## src/rtl/instruction_fetch_stage.sv

```systemverilog
// Instruction fetch stage: owns the PC, drives the program-memory address and
// registers the returned instruction into the IF/ID pipeline register.
module instruction_fetch_stage #(
   parameter int unsigned           DATA_WIDTH   = 32,
   parameter int unsigned           MEMORY_DEPTH = 256,
   parameter logic [DATA_WIDTH-1:0] RESET_PC     = '0
) (
   input  logic                  clk,
   input  logic                  reset,
   input  logic                  Stall_i,
   input  logic                  Flush_i,
   input  logic [1:0]            PCSrc_i,
   input  logic [DATA_WIDTH-1:0] BranchTarget_i,
   input  logic [25:0]           JumpIndex_i,
   input  logic [DATA_WIDTH-1:0] RegTarget_i,
   output logic [DATA_WIDTH-1:0] Address_o,
   input  logic [DATA_WIDTH-1:0] Instruction_i,
   output logic [DATA_WIDTH-1:0] IFID_Instruction_o,
   output logic [DATA_WIDTH-1:0] IFID_PCPlus4_o,
   output logic                  IFID_Valid_o,
   output logic                  FetchFault_o,
   output logic [DATA_WIDTH-1:0] FetchCount_o
);

   typedef enum logic [1:0] {
      SRC_SEQ    = 2'b00,
      SRC_BRANCH = 2'b01,
      SRC_JUMP   = 2'b10,
      SRC_REG    = 2'b11
   } pc_src_e;

   localparam logic [DATA_WIDTH-1:0] PC_STEP    = DATA_WIDTH'(4);
   localparam logic [DATA_WIDTH-1:0] COUNT_ONE  = DATA_WIDTH'(1);
   localparam logic [DATA_WIDTH-3:0] WORD_LIMIT = (DATA_WIDTH-2)'(MEMORY_DEPTH);

   logic [DATA_WIDTH-1:0] pc_q, pc_d;
   logic [DATA_WIDTH-1:0] instr_q, instr_d;
   logic [DATA_WIDTH-1:0] pcplus4_q, pcplus4_d;
   logic                  valid_q, valid_d;
   logic                  fault_q, fault_d;
   logic [DATA_WIDTH-1:0] count_q, count_d;

   logic [DATA_WIDTH-1:0] pc_plus4;
   logic [DATA_WIDTH-1:0] jump_target;
   logic [DATA_WIDTH-1:0] next_pc;
   logic                  pc_fault;

   always_comb begin
      pc_plus4    = pc_q + PC_STEP;
      jump_target = {pc_plus4[DATA_WIDTH-1:28], JumpIndex_i, 2'b00};

      case (pc_src_e'(PCSrc_i))
         SRC_SEQ:    next_pc = pc_plus4;
         SRC_BRANCH: next_pc = BranchTarget_i;
         SRC_JUMP:   next_pc = jump_target;
         SRC_REG:    next_pc = RegTarget_i;
         default:    next_pc = pc_plus4;
      endcase

      pc_fault = (pc_q[1:0] != 2'b00) || (pc_q[DATA_WIDTH-1:2] >= WORD_LIMIT);
   end

   // Flush outranks stall so a redirect is never lost behind a hazard.
   always_comb begin
      pc_d      = pc_q;
      instr_d   = instr_q;
      pcplus4_d = pcplus4_q;
      valid_d   = valid_q;
      fault_d   = fault_q;
      count_d   = count_q;

      if (Flush_i) begin
         pc_d      = next_pc;
         instr_d   = '0;
         pcplus4_d = '0;
         valid_d   = 1'b0;
      end else if (!Stall_i) begin
         pc_d      = next_pc;
         pcplus4_d = pc_plus4;
         if (pc_fault) begin
            instr_d = '0;
            valid_d = 1'b0;
            fault_d = 1'b1;
         end else begin
            instr_d = Instruction_i;
            valid_d = 1'b1;
            count_d = count_q + COUNT_ONE;
         end
      end
   end

   always_ff @(posedge clk or negedge reset) begin
      if (!reset) begin
         pc_q      <= RESET_PC;
         instr_q   <= '0;
         pcplus4_q <= '0;
         valid_q   <= 1'b0;
         fault_q   <= 1'b0;
         count_q   <= '0;
      end else begin
         pc_q      <= pc_d;
         instr_q   <= instr_d;
         pcplus4_q <= pcplus4_d;
         valid_q   <= valid_d;
         fault_q   <= fault_d;
         count_q   <= count_d;
      end
   end

   assign Address_o          = pc_q;
   assign IFID_Instruction_o = instr_q;
   assign IFID_PCPlus4_o     = pcplus4_q;
   assign IFID_Valid_o       = valid_q;
   assign FetchFault_o       = fault_q;
   assign FetchCount_o       = count_q;

endmodule
```

## config.mk

```make
export PLATFORM = sky130hd
export DESIGN_NAME = instruction_fetch_stage
export DESIGN_NICKNAME = d
export VERILOG_FILES = /design/src/rtl/instruction_fetch_stage.sv
export SDC_FILE = /design/constraint.sdc
export NUM_CORES = 1
export LEC_CHECK = 0
export CAP_MARGIN = 20
export CORE_MARGIN = 2
export CORE_UTILIZATION = 49
export DETAILED_ROUTE_END_ITERATION = 6
export GPL_TIMING_DRIVEN = 0
export PLACE_DENSITY = 0.95
export SLEW_MARGIN = 20
export SYNTH_ARGS = -nofsm -noshare
export SYNTH_HDL_FRONTEND = slang
export SYNTH_SLANG_ARGS = --single-unit
```

## constraint.sdc

```tcl
create_clock -name clk -period 4.4 [get_ports clk]
set_input_delay 0.88 -clock clk [delete_from_list [all_inputs] [get_ports clk]]
set_output_delay 0.88 -clock clk [all_outputs]
set_load 0.01 [all_outputs]
```

Yosys cells after proc, flatten, opt, wreduce, memory -nomap -nowiden:

Index checks and enable logic that the tools add are counted.

* input bits: 128
* register bits after elaboration: 130
* word-level logic and storage cells: 32

* bitwise gates (word level): 3
* add/subtract/negate cells: 2
* muxes and demuxes: 11
* order comparisons: 1
* reduce and logical (&&, ||, !) cells: 5
* equality and inequality tests: 4

Operators by type and width (count)
* two-way mux 32 bit: 7
* one-hot mux 32 bit (4 select lines): 1
* adder 32 x 1 -> 32 bit, second input constant: 1
* adder 32 x 3 -> 32 bit, second input constant: 1
* >= comparator 30 x 9 -> 1 bit, second input constant: 1
* AND reduction 3 bit: 2
* == test 2 bit, second input constant: 2
* two-way mux 1 bit: 3
* inverter 1 bit: 3
* == test 2 x 1 -> 1 bit, second input constant: 1
* logical NOT 2 bit: 1
* != test 2 x 1 -> 1 bit, second input constant: 1
* nonzero test 2 bit: 1
* logical OR 1 bit: 1

Longest topological paths before layout:

Gate-level depths: netlist of run 1.

* word-level depth: 5
* depth in mapped cells: 7
* depth with buffers taken out: 6

Worst setup path after synthesis of run 1:

OpenSTA, ideal clock, no wires.

* path kind: in2reg
* from: in PCSrc_i[1]
* to: reg pc_q[27] (netlist: Address_o[27])
* arrival time: 2.050 ns
* required time: 4.271 ns
* path buffers: 3
* stages: 7
* setup slack: 2.220 ns
* library setup time: 0.129 ns
* cells stage by stage: clkbuf_1 -> or2_2 -> clkbuf_1 -> clkbuf_1 -> nor2_1 -> a21oi_1 -> o2bb2ai_1

* longest elaborated chain between the ends: 4
* elaborated cells between the ends (all ways): 7

Ends and longest elaborated chain
* from (decl): line 12 `input logic [1:0] PCSrc_i,`
* == test 2 bit, or another cell as far along: line 52 `case (pc_src_e'(PCSrc_i))`
* one-hot mux 32 bit (4 select lines) *: line 52
* two-way mux 32 bit: line 77 `end else if (!Stall_i) begin`
* two-way mux 32 bit *: line 72 `if (Flush_i) begin`
* to (signal assigned): line 101 `pc_q <= pc_d;`
* to (decl): line 36 `logic [DATA_WIDTH-1:0] pc_q, pc_d;`

Mark *: on every way between the ends. The rest lies on a longest branch, timed or not. The select of a mux whose other input is x is not followed.
A chain may end at the register's enable or synchronous reset.

Worst setup path after layout of run 1:

* from: in PCSrc_i[0]
* to: reg pc_q[16] (netlist: Address_o[16])

The elaborated chain is that of the path after synthesis.

==> results of run 1 <==
cells in the mapped netlist (4+ instances only):
library cell,instances,area share (%)
sky130_fd_sc_hd__nor4_1,13,1.2
sky130_fd_sc_hd__dfrtp_1,130,46
sky130_fd_sc_hd__nand4_1,13,1.2
sky130_fd_sc_hd__nor4_2,4,0.71
sky130_fd_sc_hd__and2_1,7,0.62
sky130_fd_sc_hd__nand2_1,113,6.0
sky130_fd_sc_hd__o22a_1,10,1.2
sky130_fd_sc_hd__a21oi_1,67,4.8
sky130_fd_sc_hd__xor2_1,33,4.1
sky130_fd_sc_hd__nor3_1,16,1.1
sky130_fd_sc_hd__a211oi_1,14,1.5
sky130_fd_sc_hd__and3_1,6,0.53
sky130_fd_sc_hd__a31oi_1,9,0.80
sky130_fd_sc_hd__buf_1,7,0.37
sky130_fd_sc_hd__nor2_1,49,2.6
sky130_fd_sc_hd__mux2_2,6,0.96
sky130_fd_sc_hd__buf_2,11,0.78
sky130_fd_sc_hd__o21a_1,4,0.43
sky130_fd_sc_hd__nand3_1,51,3.6
sky130_fd_sc_hd__and4_1,6,0.75
sky130_fd_sc_hd__mux2i_1,26,3.7
sky130_fd_sc_hd__o221a_1,4,0.64
sky130_fd_sc_hd__xnor2_1,26,3.2
sky130_fd_sc_hd__inv_1,15,0.80
sky130_fd_sc_hd__clkbuf_1,34,1.8
sky130_fd_sc_hd__o21ai_0,23,1.6
sky130_fd_sc_hd__o2bb2ai_1,4,0.50
sky130_fd_sc_hd__mux4_2,6,1.9
power by group:
part,internal (mW),total (mW),switching [mW]
Combinational,0.353,0.684,0.331
Sequential,1.26,1.35,0.0912
Clock,0.966,1.51,0.541
final cells by class:
class,count,area (µm²)
clock inverters,12,182.7
repair buffers,257,2595
fillers,971,3442
inverters,15,56.30
flip-flops and latches,130,3253
well taps,180,225.2
multi-input cells,552,3478
plain buffers,57,255.2
clock buffers,20,446.7
state kept, by name, summed over array words and instances, names as in the netlist:
register	cells
Address_o	32
FetchCount_o	32
FetchFault_o	1
IFID_Valid_o	1
IFID_PCPlus4_o	32
IFID_Instruction_o	32
routing by layer:
metal | up-vias | share of wire [%] | global-route usage (%)
li1 | 3230 | - | -
met2 | 387 | 50 | 54.12
met4 | 0 | 3.3 | 12.99
met5 | - | 0 | 0
met1 | 3406 | 38 | 36.30
met3 | 61 | 8.7 | 8.333
per-stage QoR:
stage	hold slack [ps]	utilization [%]	power [mW]	std cells	setup TNS, ps
6_report	383.5	75.30	3.546	1223	0
5_1_grt	397.9	75.30	3.667	1223	0
4_1_cts	393.5	75.30	3.541	1223	0
3_5_place_dp	464.5	70.78	2.043	1191	0
3_3_place_gp	462.3	70.55	2.024	1190	-340650
2_1_floorplan	493.2	-	1.651	754	0
placed cells by master (no fill, tap or decap), types with 4 or more instances in the layout:
| master | Yosys | final |
|---|---|---|
| sky130_fd_sc_hd__a21oi_1 | 67 | 67 |
| sky130_fd_sc_hd__o21ai_0 | 23 | 23 |
| sky130_fd_sc_hd__clkbuf_1 | 34 | 36 |
| sky130_fd_sc_hd__buf_1 | 7 | 7 |
| sky130_fd_sc_hd__nand2_1 | 113 | 113 |
| sky130_fd_sc_hd__nor2_1 | 49 | 49 |
| sky130_fd_sc_hd__nor4_1 | 13 | 13 |
| sky130_fd_sc_hd__xor2_1 | 33 | 33 |
| sky130_fd_sc_hd__xnor2_1 | 26 | 26 |
| sky130_fd_sc_hd__a211oi_1 | 14 | 14 |
| sky130_fd_sc_hd__nand3_1 | 51 | 51 |
| sky130_fd_sc_hd__bufinv_16 | 0 | 4 |
| sky130_fd_sc_hd__nand4_1 | 13 | 13 |
| sky130_fd_sc_hd__o221a_1 | 4 | 4 |
| sky130_fd_sc_hd__o2bb2ai_1 | 4 | 4 |
| sky130_fd_sc_hd__clkinv_4 | 0 | 4 |
| sky130_fd_sc_hd__nor4_2 | 4 | 4 |
| sky130_fd_sc_hd__and4_1 | 6 | 6 |
| sky130_fd_sc_hd__a31oi_1 | 9 | 9 |
| sky130_fd_sc_hd__clkbuf_16 | 0 | 17 |
| sky130_fd_sc_hd__mux2_2 | 6 | 6 |
| sky130_fd_sc_hd__and2_1 | 7 | 7 |
| sky130_fd_sc_hd__mux2i_1 | 26 | 26 |
| sky130_fd_sc_hd__buf_2 | 11 | 11 |
| sky130_fd_sc_hd__dfrtp_1 | 130 | 130 |
| sky130_fd_sc_hd__nor3_1 | 16 | 16 |
| sky130_fd_sc_hd__and3_1 | 6 | 6 |
| sky130_fd_sc_hd__inv_1 | 15 | 15 |
| sky130_fd_sc_hd__clkdlybuf4s50_1 | 0 | 255 |
| sky130_fd_sc_hd__mux4_2 | 6 | 6 |
| sky130_fd_sc_hd__o21a_1 | 4 | 4 |
| sky130_fd_sc_hd__o22a_1 | 10 | 10 |
worst max-delay path by stage:
stage	start	to	slack, ps	cells past startpoint
after floorplan	PCSrc_i[1]	Address_o[27]	2220	7
after global placement	reset	Address_o[5]	-2630	1
after detailed placement	PCSrc_i[0]	Address_o[16]	1260	8
after CTS	PCSrc_i[0]	Address_o[16]	1630	8
after global routing	PCSrc_i[0]	Address_o[16]	1520	8
final	PCSrc_i[0]	Address_o[16]	1580	8
cells by family (layout without fill, tap and decap cells):
group           after synthesis  in the layout
fa+ha+maj                     3              3
compound gates              150            150
mux                          39             39
buf+inv                      72            361
xor+xnor                     59             59
flops                       130            130
simple gates                301            301
==> impl_metrics.csv, run 1 <==
group,metric,value,unit
routing,drc,0,
grt,antenna_found_initial,0,
clock_network,cts_hold_buf,0,
placement,io_buffer_count,256,
timing,max_clk_rate,354.9,MHz
logic_synthesis,synthesis.yosys.warnings,0,
power,peakVddDrop,0.0002571,V
grt,grt_pass1_vias,7182,
clock_network,clock_tree.buffer_depth,2,
routing,drt_first_iter_violations,590,
finish,finalInstanceArea,10490,µm²
routing,drt_wl_cell,19.23,µm
logic_synthesis,post_synth_instance_area,7043,µm²
timing,relSlewSlack,54.72,%
critical_path,path_delay_family,"buffers and inverters",
critical_path,worst_path_largest_cell_delay,470,ps
critical_path,critPathLaunchType,"input port",
grt,grt_first_pass_wirelength,36540,µm
logic_synthesis,synth_cells,754,
placement,preCtsSetupSlack,1255,ps
logic_synthesis,post_synth_num_cell_types,56,
clock_network,clk-insertion-delay-late,410,ps
die,die_width,123.9,µm
finish,post_route_cells_drive_above_1_share,7.478,%
logic_synthesis,synth-edff-count,0,
die,design.portCount,258,
critical_path,register_to_register_setup_slack,2000,ps
grt,grt_remaining_overflow,0,
finish,final_nets,1161,
critical_path,cpMaxStageDelayCell,"sky130_fd_sc_hd__clkdlybuf4s50_1",
logic_synthesis,dominant_combinational_cell_family_by_area_after_synthesis,"simple AND/OR/NAND/NOR gates",
worst_hold_path,worstHoldPathType,"input port to asynchronous set/reset pin",
timing,finalSetupViolCount,0,
run_status,outcome,"finished clean",
die,core_box_area,13930,µm²
placement,dpl.hpwl,17420,µm
logic_synthesis,synth-compound-area-share,13.38,%
logic_synthesis,post_synth_xor_area_fraction,7.337,%
critical_path,crit-reg2reg-capture,"Address_o[30]",
grt,largest_net_degree_at_the_start_of_global_routing,78,
die,std_cell_rows,43,
clock_network,worst_setup_hold_path_clk_slew,60,ps
clock_network,cts_max_level,4,
finish,insertedDiodeCount,0,
die,initial_core_util,50.54,%
critical_path,worstPathMaxFanout,10,
power,leakagePower,4.306,nW
logic_synthesis,yosys_register_bits,130,
logic_synthesis,synth_simple_gate_area_share,21.41,%
critical_path,reg2reg_depth,6,
critical_path,cp_cell_sequence,"clkdlybuf4s50_1, buf_2, buf_2, buf_2, mux2i_1, nand2_1, o221ai_1, a21oi_1",
timing,rsz0062_at_grt,"no",
clock_network,post-cts-setup-buffers,0,
timing,post-route-worst-setup-slack,1582,ps
logic_synthesis,adder_cell_share_of_the_synthesized_area,0.5330,%
routing,routed_wirelength,23510,µm
clock_network,cts.repair.resized,0,
critical_path,crit_path_end_kind,"flop",
timing,tightest_slew,679.2,ps
timing,finalHoldViolCount,0,
critical_path,data_required_time_at_the_worst_endpoint,4660,ps
timing,skew,10.01,ps
clock_network,cts_tree,"built",
finish,flow.area_growth_from_synthesis,48.98,%
clock_network,clock_sinks,130,
timing,final_max_slew_viol_count,0,
die,overall_die_height,123.9,µm
run,cap_viol_max_count,0,
timing,timing.final.crit_share,64.04,%
critical_path,critical_path.most_common_cell,"sky130_fd_sc_hd__buf_2",
critical_path,critical_path_buf_inv_count,4,
grt,grt.total_usage,31.10,%
logic_synthesis,synth_ff_type,"sky130_fd_sc_hd__dfrtp_1",
critical_path,critPathArrivalTime,3080,ps
placement,place_congestion,0.9211,
routing,drt_pass1_iterations,6,
routing,antenna_left,0,
routing,vias_per_cell,5.792,
critical_path,criticalPathCategory,"input port to flop",
placement,placedInstanceArea,9863,µm²
clock_network,clock_buffers_created_by_tritoncts,17,
logic_synthesis,postSynthNetCount,885,
die,die-area,15350,µm²
logic_synthesis,postSynth.asyncResetShare,100.0,%
clock_network,cts_root_buffer,"sky130_fd_sc_hd__clkbuf_16",
routing,routed-via-count,7084,
logic_synthesis,synth_area_per_cell,9.341,µm²
timing,min_period,2818,ps
logic_synthesis,seq_area_frac_synth,46.19,%
critical_path,crit-reg2reg-launch,"Address_o[2]",
power,power.density,338.0,nW/µm²
logic_synthesis,yosys-mux-area-fraction,6.733,%
Power figures use the tool's default switching activity.
==> inputs of run 2 (changes only) <==
--- a/config.mk
+++ b/config.mk
@@ -7,10 +7,10 @@
 export LEC_CHECK = 0
 export CAP_MARGIN = 20
 export CORE_MARGIN = 2
-export CORE_UTILIZATION = 49
+export CORE_UTILIZATION = 45
 export DETAILED_ROUTE_END_ITERATION = 6
 export GPL_TIMING_DRIVEN = 0
-export PLACE_DENSITY = 0.95
+export PLACE_DENSITY = 0.9
 export SLEW_MARGIN = 20
 export SYNTH_ARGS = -nofsm -noshare
 export SYNTH_HDL_FRONTEND = slang
==> constraint.sdc (replaced) <==
create_clock -name clk -period 2.9 [get_ports clk]
set_input_delay 0.58 -clock clk [delete_from_list [all_inputs] [get_ports clk]]
set_output_delay 0.58 -clock clk [all_outputs]
set_load 0.01 [all_outputs]
==> impl_metrics.csv, run 2 (synthesized netlist as in run 1, its figures left out) <==
group,metric,value,unit
critical_path,crit_path_end_kind,"flop",
timing,timing.setup.tns,0,ps
finish,finalInstanceArea,10580,µm²
critical_path,worstPathMaxFanout,10,
die,die-area,16670,µm²
timing,relSlewSlack,46.96,%
power,power.internal,4.089,mW
grt,antenna_found_initial,0,
power,share_seq_of_total_power,37.0,%
clock_network,cts_root_buffer,"sky130_fd_sc_hd__clkbuf_16",
timing,min_period,2469,ps
timing,timing.final.crit_share,85.14,%
critical_path,critPathLaunchType,"input port",
placement,placedInstanceArea,9902,µm²
routing,drc,0,
routing,routed-via-count,7008,
routing,antenna_left,0,
finish,post_route_cells_drive_above_1_share,7.574,%
power,power.density,523.5,nW/µm²
clock_network,clock_buffers_created_by_tritoncts,17,
routing,vias_per_cell,5.589,
grt,grt_pass1_vias,6890,
power,comb_power_share,18.6,%
clock_network,clock_tree.buffer_depth,2,
routing,routed_wirelength,23250,µm
grt,grt_remaining_overflow,0,
timing,skew,8.354,ps
die,initial_core_util,46.16,%
timing,post-route-worst-setup-slack,430.8,ps
die,std_cell_rows,45,
clock_network,clk-insertion-delay-late,410,ps
clock_network,post-cts-setup-buffers,0,
die,overall_die_height,129.1,µm
clock_network,worst_setup_hold_path_clk_slew,60,ps
placement,place_congestion,0.8853,
timing,max_clk_rate,405.0,MHz
worst_hold_path,worstHoldPathType,"input port to asynchronous set/reset pin",
placement,preCtsSetupSlack,66.21,ps
clock_network,cts_hold_buf,0,
power,leakagePower,4.336,nW
timing,tightest_slew,795.6,ps
grt,largest_net_degree_at_the_start_of_global_routing,87,
finish,flow.area_growth_from_synthesis,50.19,%
critical_path,data_required_time_at_the_worst_endpoint,3170,ps
finish,layoutNonFillerInstCount,1254,
power,pwr-share-clk,44.3,%
critical_path,criticalPathCategory,"input port to flop",
timing,finalHoldViolCount,0,
finish,insertedDiodeCount,0,
die,die_width,129.1,µm
placement,placedCellCount,1222,
power,peakVddDrop,0.0003993,V
run,cap_viol_max_count,0,
timing,finalSetupViolCount,0,
finish,final.fill_count,1189,
clock_network,clock_sinks,130,
grt,grt.total_usage,28.27,%
die,design.portCount,258,
power,power.net_switching,1.448,mW
critical_path,reg2reg_depth,6,
finish,final_cell_mix,"sky130_fd_sc_hd__clkdlybuf4s50_1, sky130_fd_sc_hd__dfrtp_1, sky130_fd_sc_hd__nand2_1",
critical_path,critPathArrivalTime,2730,ps
clock_network,cts.repair.resized,0,
power,totalPowerFinal,5.537,mW
routing,drt_wl_cell,18.54,µm
run_status,outcome,"finished clean",
timing,final_max_slew_viol_count,0,
finish,layout_commonest_cell,"sky130_fd_sc_hd__clkdlybuf4s50_1",
timing,rsz0062_at_grt,"no",
die,core_box_area,15260,µm²
finish,final_nets,1161,
routing,drt_pass1_iterations,7,
routing,drt_first_iter_violations,496,
grt,grt_first_pass_wirelength,36510,µm
clock_network,cts_max_level,4,
placement,io_buffer_count,256,
power,netSwitchingFraction,26.15,%
placement,dpl.hpwl,17340,µm
clock_network,cts_tree,"built",
-- run 2: changes by cell type in the layout (fill, tap and decap cells not counted), sizes merged --
cell and delta:
clkbuf -1, bufinv +2, clkinvlp -2, clkinv +1
-- run 2: worst paths after layout --
check                                      start  slack, ps           endpoint
worst max register to register      Address_o[2]        500      Address_o[30]
max in group asynchronous                  reset       2100  IFID_PCPlus4_o[1]
worst min-delay path                       reset         50   FetchCount_o[28]
worst min register to register  FetchCount_o[31]        470   FetchCount_o[31]
min in group clk                FetchCount_o[31]        470   FetchCount_o[31]
worst max-delay path                  PCSrc_i[0]        430      Address_o[16]
-- run 2: per-stage QoR --
| step | hold WS [ps] | util, % |
|---|---|---|
| finish | 50.45 | 69.32 |
| global route | 75.39 | 69.32 |
| CTS | 57.64 | 69.32 |
| detailed placement | 467.9 | 64.90 |
| global placement | 461.3 | 64.68 |
| floorplan | 284.4 | - |
-- run 2: critical path, stage by stage --
cell                              delay, ps
sky130_fd_sc_hd__clkdlybuf4s50_1        470
sky130_fd_sc_hd__buf_2                  290
sky130_fd_sc_hd__buf_2                  350
sky130_fd_sc_hd__buf_2                  370
sky130_fd_sc_hd__mux2i_1                310
sky130_fd_sc_hd__nand2_1                100
sky130_fd_sc_hd__o221ai_1               130
sky130_fd_sc_hd__a21oi_1                120
-- run 2: power groups by stage --
stage          logic [mW]  registers [mW]  clock network (mW)
6_report             1.03            2.05                2.45
3_3_place_gp         1.00            2.07                   0
5_1_grt              1.11            2.06                2.56
2_1_floorplan       0.408            2.10                   0
4_1_cts              1.03            2.05                2.47
3_5_place_dp         1.02            2.08                   0
-- run 2: final cells by class --
cell class | count | area [µm²] | area share [%]
multi-input combinational | 552 | 3478 | 32.88
sequential | 130 | 3253 | 30.75
timing repair buffer | 257 | 2595 | 24.53
clock buffer | 19 | 442.9 | 4.187
tap | 211 | 264.0 | 2.496
buffer | 57 | 255.2 | 2.413
clock inverter | 13 | 232.7 | 2.200
inverter | 15 | 56.30 | 0.5323
-- run 2: per-layer routing --
metal / share of wire [%] / vias up / GRT usage [%] / wire length [µm]
li1: - / 3231 / - / -
met4: 3.6 / 0 / 13.43 / 842
met5: 0 / - / 0 / 0
met3: 7.8 / 65 / 6.111 / 1812
met2: 49 / 401 / 46.41 / 11450
met1: 39 / 3311 / 35.75 / 9139
